`config.mk`:
```
export PLATFORM = sky130hd
export DESIGN_NAME = bp_be_stride_detector
export DESIGN_NICKNAME = d
export VERILOG_FILES = /design/src/rtl/bp_be_stride_detector.sv
export SDC_FILE = /design/constraint.sdc
export NUM_CORES = 1
export LEC_CHECK = 0
export ABC_CLOCK_PERIOD_IN_PS = 5700
export CELL_PAD_IN_SITES_DETAIL_PLACEMENT = 1
export CELL_PAD_IN_SITES_GLOBAL_PLACEMENT = 1
export CORE_MARGIN = 5
export CORE_UTILIZATION = 42
export DETAILED_ROUTE_END_ITERATION = 16
export PLACE_DENSITY = 0.84
export SLEW_MARGIN = 15
export SYNTH_ARGS = -nofsm -noshare
export SYNTH_HDL_FRONTEND = slang
export SYNTH_SLANG_ARGS = --single-unit
```
`constraint.sdc`:
```
create_clock -name clk_i -period 5.7 [get_ports clk_i]
set_input_delay 1.14 -clock clk_i [delete_from_list [all_inputs] [get_ports clk_i]]
set_output_delay 1.14 -clock clk_i [all_outputs]
set_load 0.02 [all_outputs]
```
`src/rtl/bp_be_stride_detector.sv`:
```
// Single-entry striding-load detector: trains on committed loads, drives the
// loop-inference discovery handshake, then issues stride-ahead prefetches.
module bp_be_stride_detector #(
    parameter int vaddr_width_p    = 39,
    parameter int output_range_p   = 8,
    parameter int stride_width_p   = 16,
    parameter int conf_threshold_p = 3,
    parameter int max_prefetch_p   = 16
) (
    input  logic                      clk_i,
    input  logic                      reset_n_i,

    input  logic                      ld_v_i,
    input  logic [vaddr_width_p-1:0]  ld_pc_i,
    input  logic [vaddr_width_p-1:0]  ld_eaddr_i,

    output logic                      start_discovery_o,
    output logic                      confirm_discovery_o,
    output logic [vaddr_width_p-1:0]  striding_pc_o,

    input  logic [output_range_p-1:0] remaining_iterations_i,
    input  logic                      v_i,
    output logic                      yumi_o,

    output logic                      pf_v_o,
    output logic [vaddr_width_p-1:0]  pf_addr_o,
    input  logic                      pf_ready_i
);

    localparam int conf_width_lp = $clog2(conf_threshold_p + 1);
    localparam int cnt_width_lp  = $clog2(max_prefetch_p + 1);

    typedef enum logic [1:0] {TRAIN, DISCOVER, WAIT_CNT, PREFETCH} state_e;

    state_e                     state_q, state_d;
    logic                       entry_v_q, entry_v_d;
    logic [vaddr_width_p-1:0]   pc_q, pc_d;
    logic [vaddr_width_p-1:0]   last_addr_q, last_addr_d;
    logic [stride_width_p-1:0]  stride_q, stride_d;
    logic [conf_width_lp-1:0]   conf_q, conf_d;
    logic [cnt_width_lp-1:0]    cnt_q, cnt_d;
    logic [vaddr_width_p-1:0]   next_addr_q, next_addr_d;
    logic                       start_q, start_d;
    logic                       confirm_q, confirm_d;

    logic [vaddr_width_p-1:0]   new_stride;
    logic [vaddr_width_p-1:0]   stride_sext;
    logic [vaddr_width_p-stride_width_p:0] stride_hi;
    logic                       stride_fits;
    logic                       stride_match;
    logic                       pc_eq;
    logic [stride_width_p-1:0]  learned_stride;
    logic [conf_width_lp-1:0]   conf_inc;
    logic [cnt_width_lp-1:0]    cnt_capped;

    // The stride fits the narrow register when every bit above its sign bit
    // is a copy of that sign bit.
    assign new_stride     = ld_eaddr_i - last_addr_q;
    assign stride_sext    = {{(vaddr_width_p-stride_width_p){stride_q[stride_width_p-1]}}, stride_q};
    assign stride_hi      = new_stride[vaddr_width_p-1:stride_width_p-1];
    assign stride_fits    = (&stride_hi) | ~(|stride_hi);
    assign stride_match   = stride_fits && (|new_stride) && (new_stride == stride_sext);
    assign pc_eq          = (ld_pc_i == pc_q);
    assign learned_stride = stride_fits ? new_stride[stride_width_p-1:0] : '0;
    assign conf_inc       = conf_q + conf_width_lp'(1);
    assign cnt_capped     = (int'(remaining_iterations_i) > max_prefetch_p)
                          ? cnt_width_lp'(max_prefetch_p)
                          : cnt_width_lp'(remaining_iterations_i);

    // NOTE: every state bit is reset asynchronously and updated with
    // non-blocking assignments so all registers sample the same pre-edge values.
    always_ff @(posedge clk_i or negedge reset_n_i) begin
        if (!reset_n_i) begin
            state_q     <= TRAIN;
            entry_v_q   <= 1'b0;
            pc_q        <= '0;
            last_addr_q <= '0;
            stride_q    <= '0;
            conf_q      <= '0;
            cnt_q       <= '0;
            next_addr_q <= '0;
            start_q     <= 1'b0;
            confirm_q   <= 1'b0;
        end else begin
            state_q     <= state_d;
            entry_v_q   <= entry_v_d;
            pc_q        <= pc_d;
            last_addr_q <= last_addr_d;
            stride_q    <= stride_d;
            conf_q      <= conf_d;
            cnt_q       <= cnt_d;
            next_addr_q <= next_addr_d;
            start_q     <= start_d;
            confirm_q   <= confirm_d;
        end
    end

    // NOTE: every signal driven here gets a hold/default value first so no
    // path through the case statement can infer a latch.
    always_comb begin
        state_d     = state_q;
        entry_v_d   = entry_v_q;
        pc_d        = pc_q;
        last_addr_d = last_addr_q;
        stride_d    = stride_q;
        conf_d      = conf_q;
        cnt_d       = cnt_q;
        next_addr_d = next_addr_q;
        start_d     = 1'b0;
        confirm_d   = 1'b0;

        unique case (state_q)
            TRAIN: begin
                if (ld_v_i) begin
                    if (!entry_v_q || (!pc_eq && conf_q == '0)) begin
                        entry_v_d   = 1'b1;
                        pc_d        = ld_pc_i;
                        last_addr_d = ld_eaddr_i;
                        stride_d    = '0;
                        conf_d      = '0;
                    end else if (pc_eq) begin
                        last_addr_d = ld_eaddr_i;
                        if (stride_match) begin
                            conf_d  = conf_width_lp'(1);
                            start_d = 1'b1;
                            state_d = DISCOVER;
                        end else begin
                            stride_d = learned_stride;
                            conf_d   = '0;
                        end
                    end
                end
            end

            DISCOVER: begin
                if (ld_v_i && pc_eq) begin
                    last_addr_d = ld_eaddr_i;
                    if (stride_match) begin
                        conf_d = conf_inc;
                        if (conf_inc == conf_width_lp'(conf_threshold_p)) begin
                            confirm_d = 1'b1;
                            state_d   = WAIT_CNT;
                        end
                    end else begin
                        stride_d = learned_stride;
                        conf_d   = '0;
                        state_d  = TRAIN;
                    end
                end
            end

            WAIT_CNT: begin
                if (v_i) begin
                    cnt_d       = cnt_capped;
                    next_addr_d = last_addr_q + stride_sext;
                    if (cnt_capped == '0) begin
                        entry_v_d = 1'b0;
                        state_d   = TRAIN;
                    end else begin
                        state_d   = PREFETCH;
                    end
                end
            end

            PREFETCH: begin
                if (pf_ready_i) begin
                    next_addr_d = next_addr_q + stride_sext;
                    cnt_d       = cnt_q - cnt_width_lp'(1);
                    if (cnt_q == cnt_width_lp'(1)) begin
                        entry_v_d = 1'b0;
                        conf_d    = '0;
                        state_d   = TRAIN;
                    end
                end
            end

            default: state_d = TRAIN;
        endcase
    end

    // pf_v_o comes straight from the state register, so an asynchronous reset
    // drops it without waiting for a clock edge.
    always_comb begin
        yumi_o = 1'b0;
        pf_v_o = 1'b0;
        unique case (state_q)
            WAIT_CNT: yumi_o = v_i;
            PREFETCH: pf_v_o = 1'b1;
            default: ;
        endcase
    end

    assign start_discovery_o   = start_q;
    assign confirm_discovery_o = confirm_q;
    assign striding_pc_o       = pc_q;
    assign pf_addr_o           = next_addr_q;

endmodule

```
### Word level (Yosys, flattened, before mapping)

Cells that the tools add are included.

| word-level totals | value |
|---|---|
| logic and storage cells | 116 |
| flip-flop bits (word level) | 145 |
| output and inout port bits | 82 |
| bits of input ports | 91 |

| operators by class | value |
|---|---|
| $add $sub $neg | 5 |
| bitwise logic cells | 2 |
| reductions and logical operators | 23 |
| equal/unequal tests | 19 |
| order comparisons | 1 |
| mux-type cells | 56 |

Operators with widths:

| cell | count |
|---|---|
| 39-bit 2-to-1 mux | 6 |
| 39-bit case mux with 2 select lines | 2 |
| 16-bit 2-to-1 mux | 6 |
| 39-bit adder | 2 |
| 39-bit equality test | 2 |
| 39-bit OR reduction | 1 |
| 39-bit subtractor | 1 |
| 2-bit 2-to-1 mux | 16 |
| 16-bit case mux with 2 select lines | 1 |
| 24-bit AND reduction | 1 |
| 24-bit OR reduction | 1 |
| 2-bit != test, second input constant | 10 |
| 1-bit 2-to-1 mux | 18 |
| 5-bit 2-to-1 mux | 3 |
| 5-bit case mux with 2 select lines | 1 |
| 9-bit AND reduction | 1 |
| 8-bit by 5-bit > comparator with 1-bit output, second input constant | 1 |
| 2-bit case mux with 4 select lines | 1 |
| 7-bit AND reduction | 1 |
| 2-bit equality test, second input constant | 3 |
| 3-bit != test, second input constant | 2 |
| 2-bit case mux with 3 select lines | 1 |
| 3-bit AND reduction | 2 |
| 6-bit AND reduction | 1 |
| 15 further kinds | 22 |

### Longest topological paths before layout

Gate-level depths: netlist (run 1).

| logic depth | value |
|---|---|
| depth in word-level cells | 11 |
| mapped depth | 23 |
| depth with buffers taken out | 19 |

### Worst setup path after synthesis (run 1)

No wires, ideal clock.

| path | value |
|---|---|
| kind | input-to-reg |
| start point | in ld_eaddr_i[0] |
| end point | reg stride_q[11] |
| data required time | 5.619 ns |
| slack | -0.115 ns |
| data arrival time | 5.734 ns |
| stages | 18 |
| path buffers | 2 |
| cell sequence | inv_1 ha_1 fa_1 or2b_1 a21oi_1 o21ai_0 a21o_1 o21a_1 xnor2_1 or4_1 or4_1 or4_1 o31a_1 or4_1 buf_2 o21a_4 buf_6 o22ai_2 |

| between the ends | value |
|---|---|
| cells in the longest elaborated chain, start to end | 11 |
| elaborated cells between the ends (all ways) | 16 |
| those cells by class | add/sub (1); eq/ne (1); mux (7); bitwise (2); reduce/logical (5) |

Ends and longest elaborated chain:

| item | line | text |
|---|---|---|
| start: declaration | 15 | `input logic [vaddr_width_p-1:0] ld_eaddr_i,` |
| 39-bit subtractor (*) | 58 | `assign new_stride = ld_eaddr_i - last_addr_q;` |
| 24-bit OR reduction | 61 | `assign stride_fits = (&stride_hi) \| ~(\|stride_hi);` |
| 1-bit inverter | 61 |  |
| 1-bit bitwise OR | 61 |  |
| 1-bit logical AND (2 in series) | 62 | `assign stride_match = stride_fits && (\|new_stride) && (new_stride == stride_sext);` |
| 16-bit 2-to-1 mux (*) | 123, 138 |  |
| 16-bit 2-to-1 mux | 121 | `end else if (pc_eq) begin` |
| 16-bit 2-to-1 mux | 115 | `if (!entry_v_q \|\| (!pc_eq && conf_q == '0)) begin` |
| 16-bit 2-to-1 mux | 114 | `if (ld_v_i) begin` |
| 16-bit case mux with 2 select lines (*) | 112 | `unique case (state_q)` |
| end signal: assignment | 89 | `stride_q <= stride_d;` |
| end: declaration | 39 | `logic [stride_width_p-1:0] stride_q, stride_d;` |

Every way passes the cells marked *; elsewhere a longest branch is shown, timed or not. The select of a mux whose other input is x is not followed.
A chain may end at the register's enable or synchronous reset.

### Worst setup path after layout (run 1)

| path | value |
|---|---|
| start point | in ld_eaddr_i[17] |
| end point | reg stride_q[1] |

The elaborated chain is that of the path after synthesis.

==> results of run 1 <==
## through the flow
stage	setup slack [ps]	hold slack [ps]	area, sq um
floorplan	33.2	446	11400
global placement	-605	456	14400
detailed placement	-809	488	14400
CTS	4.78	506	15500
global route	-247	527	15800
finish	-224	504	15800
## critical path, stage by stage
cell and delay (ps):
clkdlybuf4s50_1 460, ha_1 260, a21oi_2 230, o21ai_2 110, or2_4 260, nor3_4 180, buf_4 170, or3_4 120
buf_4 120, nand3_1 180, a311oi_1 420, xor2_1 200, or4_4 590, o41a_1 590, or4_4 640, buf_6 160
o21a_4 260, o22ai_4 190
## power by group
group / internal [mW] / switching (mW) / total [mW] / leakage [nW]
Clock: 0.596 / 0.595 / 1.19 / 0.295
Combinational: 3.01 / 4.31 / 7.32 / 4.92
Sequential: 1.48 / 0.386 / 1.86 / 1.77
Total: 5.08 / 5.29 / 10.4 / 6.99
## layout make-up
cell class                 instances  area share
clock buffer                      17      0.0269
clock inverter                    15      0.0112
inverter                          90      0.0215
multi-input combinational       1081       0.499
sequential                       145       0.230
tap                              341      0.0270
timing repair buffer             327       0.185
## synth_stat cells (all sizes together) (4+ instances only)
cell type,count,area [sq um]
a2111oi,6,52.6
and3,9,56.3
nor2b,10,62.6
o211ai,9,72.6
inv,90,338
nand4,16,100
a31oi,8,65.1
buf,13,60.1
and2,7,43.8
xor2,61,534
o211a,6,60.1
nor4,19,119
nor3,26,130
a211o,4,35.0
nand3b,6,45.0
dfrtp,145,3630
or3,7,43.8
a31o,4,35.0
o22ai,18,175
nand2,172,646
o21ai,136,681
o21bai,12,93.8
or2,5,31.3
nand3,21,105
nor2,82,308
nand2b,23,144
o31ai,10,75.1
a21oi,100,504
nor4b,4,35.0
mux2,43,484
clkbuf,39,146
o21a,18,143
xnor2,54,473
a311oi,8,70.1
a21o,32,240
or4,14,105
ha,80,1000
a21boi,4,30.0
## worst paths after layout
check / from / endpoint / slack [ps] / depth (start not counted)
min in group asynchronous: reset_n_i / striding_pc_o[20] / 830 / 1
worst min-delay path: pf_addr_o[1] / pf_addr_o[1] / 500 / 2
worst max register to register: last_addr_q[0] / stride_q[1] / 140 / 20
worst max-delay path: ld_eaddr_i[17] / stride_q[1] / -220 / 18
max in group asynchronous: reset_n_i / last_addr_q[38] / 3690 / 2
worst min register to register: pf_addr_o[1] / pf_addr_o[1] / 500 / 2
## per-layer routing
layer,routed length [microns],up-vias
met5,0,-
met4,3200,0
met3,4040,268
met1,20100,6299
li1,-,5477
met2,24100,724
## flip-flops by register name (all words and copies together) (netlist names)
signal,count
cnt_q,5
conf_q,2
confirm_discovery_o,1
entry_v_q,1
last_addr_q,39
pf_addr_o,39
start_discovery_o,1
state_q,2
stride_q,16
striding_pc_o,39
## repair_timing
action,4_1_cts,5_1_grt
cloned,1,0
setup endpoints to repair,22,22
pin swaps,26,28
setup buffers,8,8
gates resized for setup,71,59
## cell families (layout without fill, tap and decap cells)
| group | count (synthesis) | after routing | synth area share |
|---|---|---|---|
| compound gates | 405 | 406 | 0.228 |
| xor+xnor | 115 | 115 | 0.0883 |
| fa+ha+maj | 82 | 82 | 0.0912 |
| buf+inv | 142 | 449 | 0.0477 |
| flops | 145 | 145 | 0.318 |
| mux | 44 | 44 | 0.0433 |
| simple gates | 434 | 434 | 0.183 |
==> results.md, run 1 <==
* Clock slew at reported path FFs at 80 ps
* Layout cells sized above 1 at 0.204
* Die X at roughly 170 microns
* Synth warn at 0
* Asr flop ratio synth at 1.00
* GRT met2 Usage at 0.503
* Number of synthesized flops with an enable pin at 0
* Cell Area, Synth at roughly 11000 sq um
* Hold Vio Cnt, Final at 0
* Pins Over Slew Limit at 0
* Fin worst setup slack at -224 ps
* Least-Margin Pin Slew at 921 ps
* Footprint of the multi-input gates at 7890 sq um
* Root buffer cell: clkbuf_16
* Global-route wire length before repair at 72.8 mm
* Drt drc at 0
* Ys flop type: dfrtp_1
* Failing checks: setup timing
* Net Count, Synth at 1540
* Crit path max fanout at 8
* Total GRT Usage at 0.296
* CP Launch Type: primary input
* Lkg Pwr at 6.99 nW
* Die area at 30600 sq um
* Chip Height at 175 microns
* Commonest non-fill, non-tap cell in the layout: nand2_1
* Pre-antenna DRT Iters at 5
* Port Buffers at 172
* Unrepaired setup endpoints after global routing: true
* Average wire per standard cell at 25.5 microns
* Commonest non-fill, non-tap cells in the layout: 169 x nand2_1, 152 x buf_4, 151 x clkdlybuf4s50_1
* Register area at 3630 sq um
* Peak VDD IR at 0.000310 V
* Worst slew margin at 0.386
* Flops & latches, synth at 145
* Antenna fix cells at 0
* NumNets Final at roughly 1800
* Mean post-synth cell area at 8.35 sq um
* Non-Filler Instances at 2016
* Post-route clock period utilization at 1.04
* Gr ovfl total at 0
* Placed Instances at between 1500 and 2000
* Routed via count at roughly 13000
* Hold crit path type: reg2reg
* Post-DP HPWL at 31.1 mm
* Fin Setup TNS at -3970 ps
* Largest net degree at the start of global routing at 110
* Clock sink count at 145
* Max cap viols at 0
* Initial DRC Count at 1121
* Critical path class: in2reg
* Starting Density at 0.425
* Met3 usage at 0.0595
* Final setup fails at 22
* CP required at a little over 6000 ps
* Fillers at 3100
* Crit path DAT at about 6300 ps
* H-tree depth at 4
* Tmin final at approximately 6000 ps
* Detail Route Antenna Nets at 0
* Final core utilization at 0.588
* Seq/Total Area, Yosys at 0.318
* Hold_buf cts at 0
* Post-Route Skew at 19.0 ps
* Synthesized instance count at 1367
* Crit. End Element: flop
* Status: finished, violations left
* Vias per cell at approximately 6.3
* Core ar. at roughly 27000 sq um
* Area delta synth->final at 38.5%
* Worst-Skew Late Latency at 450 ps
* Vias in the first global route at ~13000
* Initial antenna violation count at 0
* GP Congestion at ~0.90
* # rows at 60
* Final wirelength at approximately 51 mm
* Met1 usage at 0.359
* Top-Level Pins at 173
* Synth cell types at 75
* CTS tree: yes
* Overall power consumption at 10.4 mW
* Max Root-Sink Buffers at 2
* Power Density at 656 nW/um^2
* Most Crowded Layer GR: met2
* Peak Freq at 169 MHz
* Inserted Clock Buffers at 17
No activity file was read; power rests on OpenSTA's default activity.
==> inputs of run 2 (changes only) <==
CTS_CLUSTER_DIAMETER = 40   (was unset)
PLACE_DENSITY = 0.91   (was 0.84)
SKIP_CTS_REPAIR_TIMING = 1   (was unset)
==> results.md, run 2 (same netlist as run 1, synthesis figures left out) <==
* Commonest non-fill, non-tap cell in the layout: nand2_1
* Reg-to-Reg End: pf_addr_o[38]
* Clk pwr share at 0.115
* Hold WS at roughly 500 ps
* Root buffer cell: clkbuf_16
* Tmin final at 6000 ps
* Global-route wire length before repair at 71.5 mm
* Psw at 5.39 mW
* Post-route clock period utilization at 1.05
* Hold crit path type: reg2reg
* GP Congestion at 0.939
* Critical path origin: ld_eaddr_i[17]
* Post-Route Skew at 16.2 ps
* Port Buffers at about 170
* Fin Setup TNS at -5020 ps
* Slowest-stage cell, CP: clkdlybuf4s50_1
* Footprint of the multi-input gates at ~8000 sq um
* Peak Freq at 167 MHz
* Hold Path Sink: entry_v_q
* Logic pwr share at 0.705
* Antenna fix cells at 0
* Most used cell, CP: or4_1
* Sw Ratio at 0.514
* Final wirelength at around 55 mm
* NumNets Final at 1831
* Largest net degree at the start of global routing at 60
* Final setup fails at 22
* Worst r2r src: state_q[1]
* Die area at approximately 31000 sq um
* Max Root-Sink Buffers at 2
* Overall power consumption at 10.5 mW
* Hold path depth at 1
* Crit path max fanout at 8
* CP required at 6070 ps
* Drt drc at 0
* Failing checks: setup timing
* R2r setup slk at around 20 ps
* Initial antenna violation count at 2
* Fin worst setup slack at -303 ps
* Detail Route Antenna Nets at 0
* H-tree depth at 4
* Starting Density at 0.425
* Pins Over Slew Limit at 0
* Hold Vio Cnt, Final at 0
* Crit path DAT at 6370 ps
* Core ar. at 26900 sq um
* Chip Height at about 170 microns
* Power Density at 666 nW/um^2
* Critical-path cell list: clkdlybuf4s50_1 -> ha_4 -> a21oi_1 -> o21ai_0 -> a221oi_2 -> o21a_1 -> xnor2_2 -> buf_4 -> nand4b_1 -> or4_1 -> or4_1 -> or4_1 -> or4_4 -> a221o_1 -> buf_12 -> o22ai_1
* Post-DP HPWL at 32.6 mm
* Status: finished, violations left
* Inserted Clock Buffers at 17
* Vias in the first global route at around 13000
* Pre-antenna DRT Iters at 6
* # rows at 60
* Seq pwr share at 0.180
* Top-Level Pins at 173
* Die X at approximately 170 microns
* Lkg Pwr at 7.02 nW
* Pint at 5.09 mW
* Routed via count at 13400
* Max cap viols at 0
* Gr ovfl total at 0
* Worst slew margin at 0.331
* Layout cells sized above 1 at 0.194
* Critical path class: in2reg
* Vias per cell at 6.65
* Total GRT Usage at 0.289
* Least-Margin Pin Slew at 1000 ps
* CP Launch Type: primary input
* Register area at 3630 sq um
* Initial DRC Count at ~1600
* Worst-Skew Late Latency at 460 ps
* Average wire per standard cell at 27.4 microns
* Peak VDD IR at 0.000275 V
* Max incr delay on CP at 530 ps
* Clock sink count at 145
* Reg2reg path depth at 18
* Fillers at 3090
* Area delta synth->final at 38.1%
* Unrepaired setup endpoints after global routing: true
* Clock slew at reported path FFs at 80 ps
* Hold Crit Start: entry_v_q
* Crit. End Element: flop
* Commonest non-fill, non-tap cells in the layout: 171 x nand2_1, 151 x clkdlybuf4s50_1, 147 x buf_4
* CTS tree: yes
## run 2: cell count changes in the layout (fill, tap and decap cells not counted), moves of 3 or more
cell | previous run | this run
dlymetal6s2s_1 | 9 | 19
dlygate4sd2_1 | 9 | 0
buf_4 | 152 | 147
nor3_1 | 18 | 22
nor3_2 | 6 | 2
o22ai_1 | 2 | 5
o22ai_2 | 14 | 11
## run 2: layer usage
metal,vias up,global-route usage,part of all wire
li1,5471,-,-
met1,6514,0.352,0.37
met2,1015,0.507,0.47
met3,368,0.0541,0.089
met4,6,0.110,0.074
met5,-,0,0.00074
## run 2: power groups by stage
stage                     sequential (mW)  clock (mW)  combinational (mW)
after detailed placement             1.86           0                6.17
after floorplan                      2.08           0                3.31
after global placement               1.81           0                5.78
final                                1.89        1.20                7.40
after CTS                            1.85        1.19                6.37
after global routing                 1.93        1.25                7.68
## run 2: cell type report
cell class,count,share of cell area
Clock buffer,17,0.0270
Clock inverter,15,0.0120
Inverter,90,0.0216
Multi-Input combinational cell,1081,0.494
Sequential cell,145,0.230
Tap cell,341,0.0271
Timing Repair Buffer,323,0.188
## run 2: worst max-delay path: cells and delay by family
kind / cells / cell delay [ps]
adder cells (fa/ha/maj): 1 / 230
buffers and inverters: 3 / 900
AND/OR/NAND/NOR: 5 / 2000
AO/OA/AOI/OAI: 6 / 1880
XOR/XNOR: 1 / 190
## run 2: stage by stage
step	setup slack [ps]	area, sq um	instances	util
final	-303	15800	2012	0.586
after global routing	-409	15800	2012	0.586
after CTS	-438	15000	1994	0.559
after detailed placement	-702	14400	1962	0.536
after global placement	-588	14400	1962	0.536
after floorplan	33.2	11400	1367	-
## run 2: how the worst max path moves through the flow
stage                               to  cells past startpoint
after floorplan           stride_q[11]                     18
after global placement     stride_q[3]                     18
after detailed placement  stride_q[13]                     18
after CTS                  stride_q[2]                     18
after global routing      stride_q[14]                     17
final                      stride_q[1]                     16
==> inputs of run 3 (changes only) <==
GPL_ROUTABILITY_DRIVEN = 1   (was unset)
SLEW_MARGIN = unset   (was 15)
==> results of run 3 <==
Final layout, timing and power as in run 2 (identical DEF).
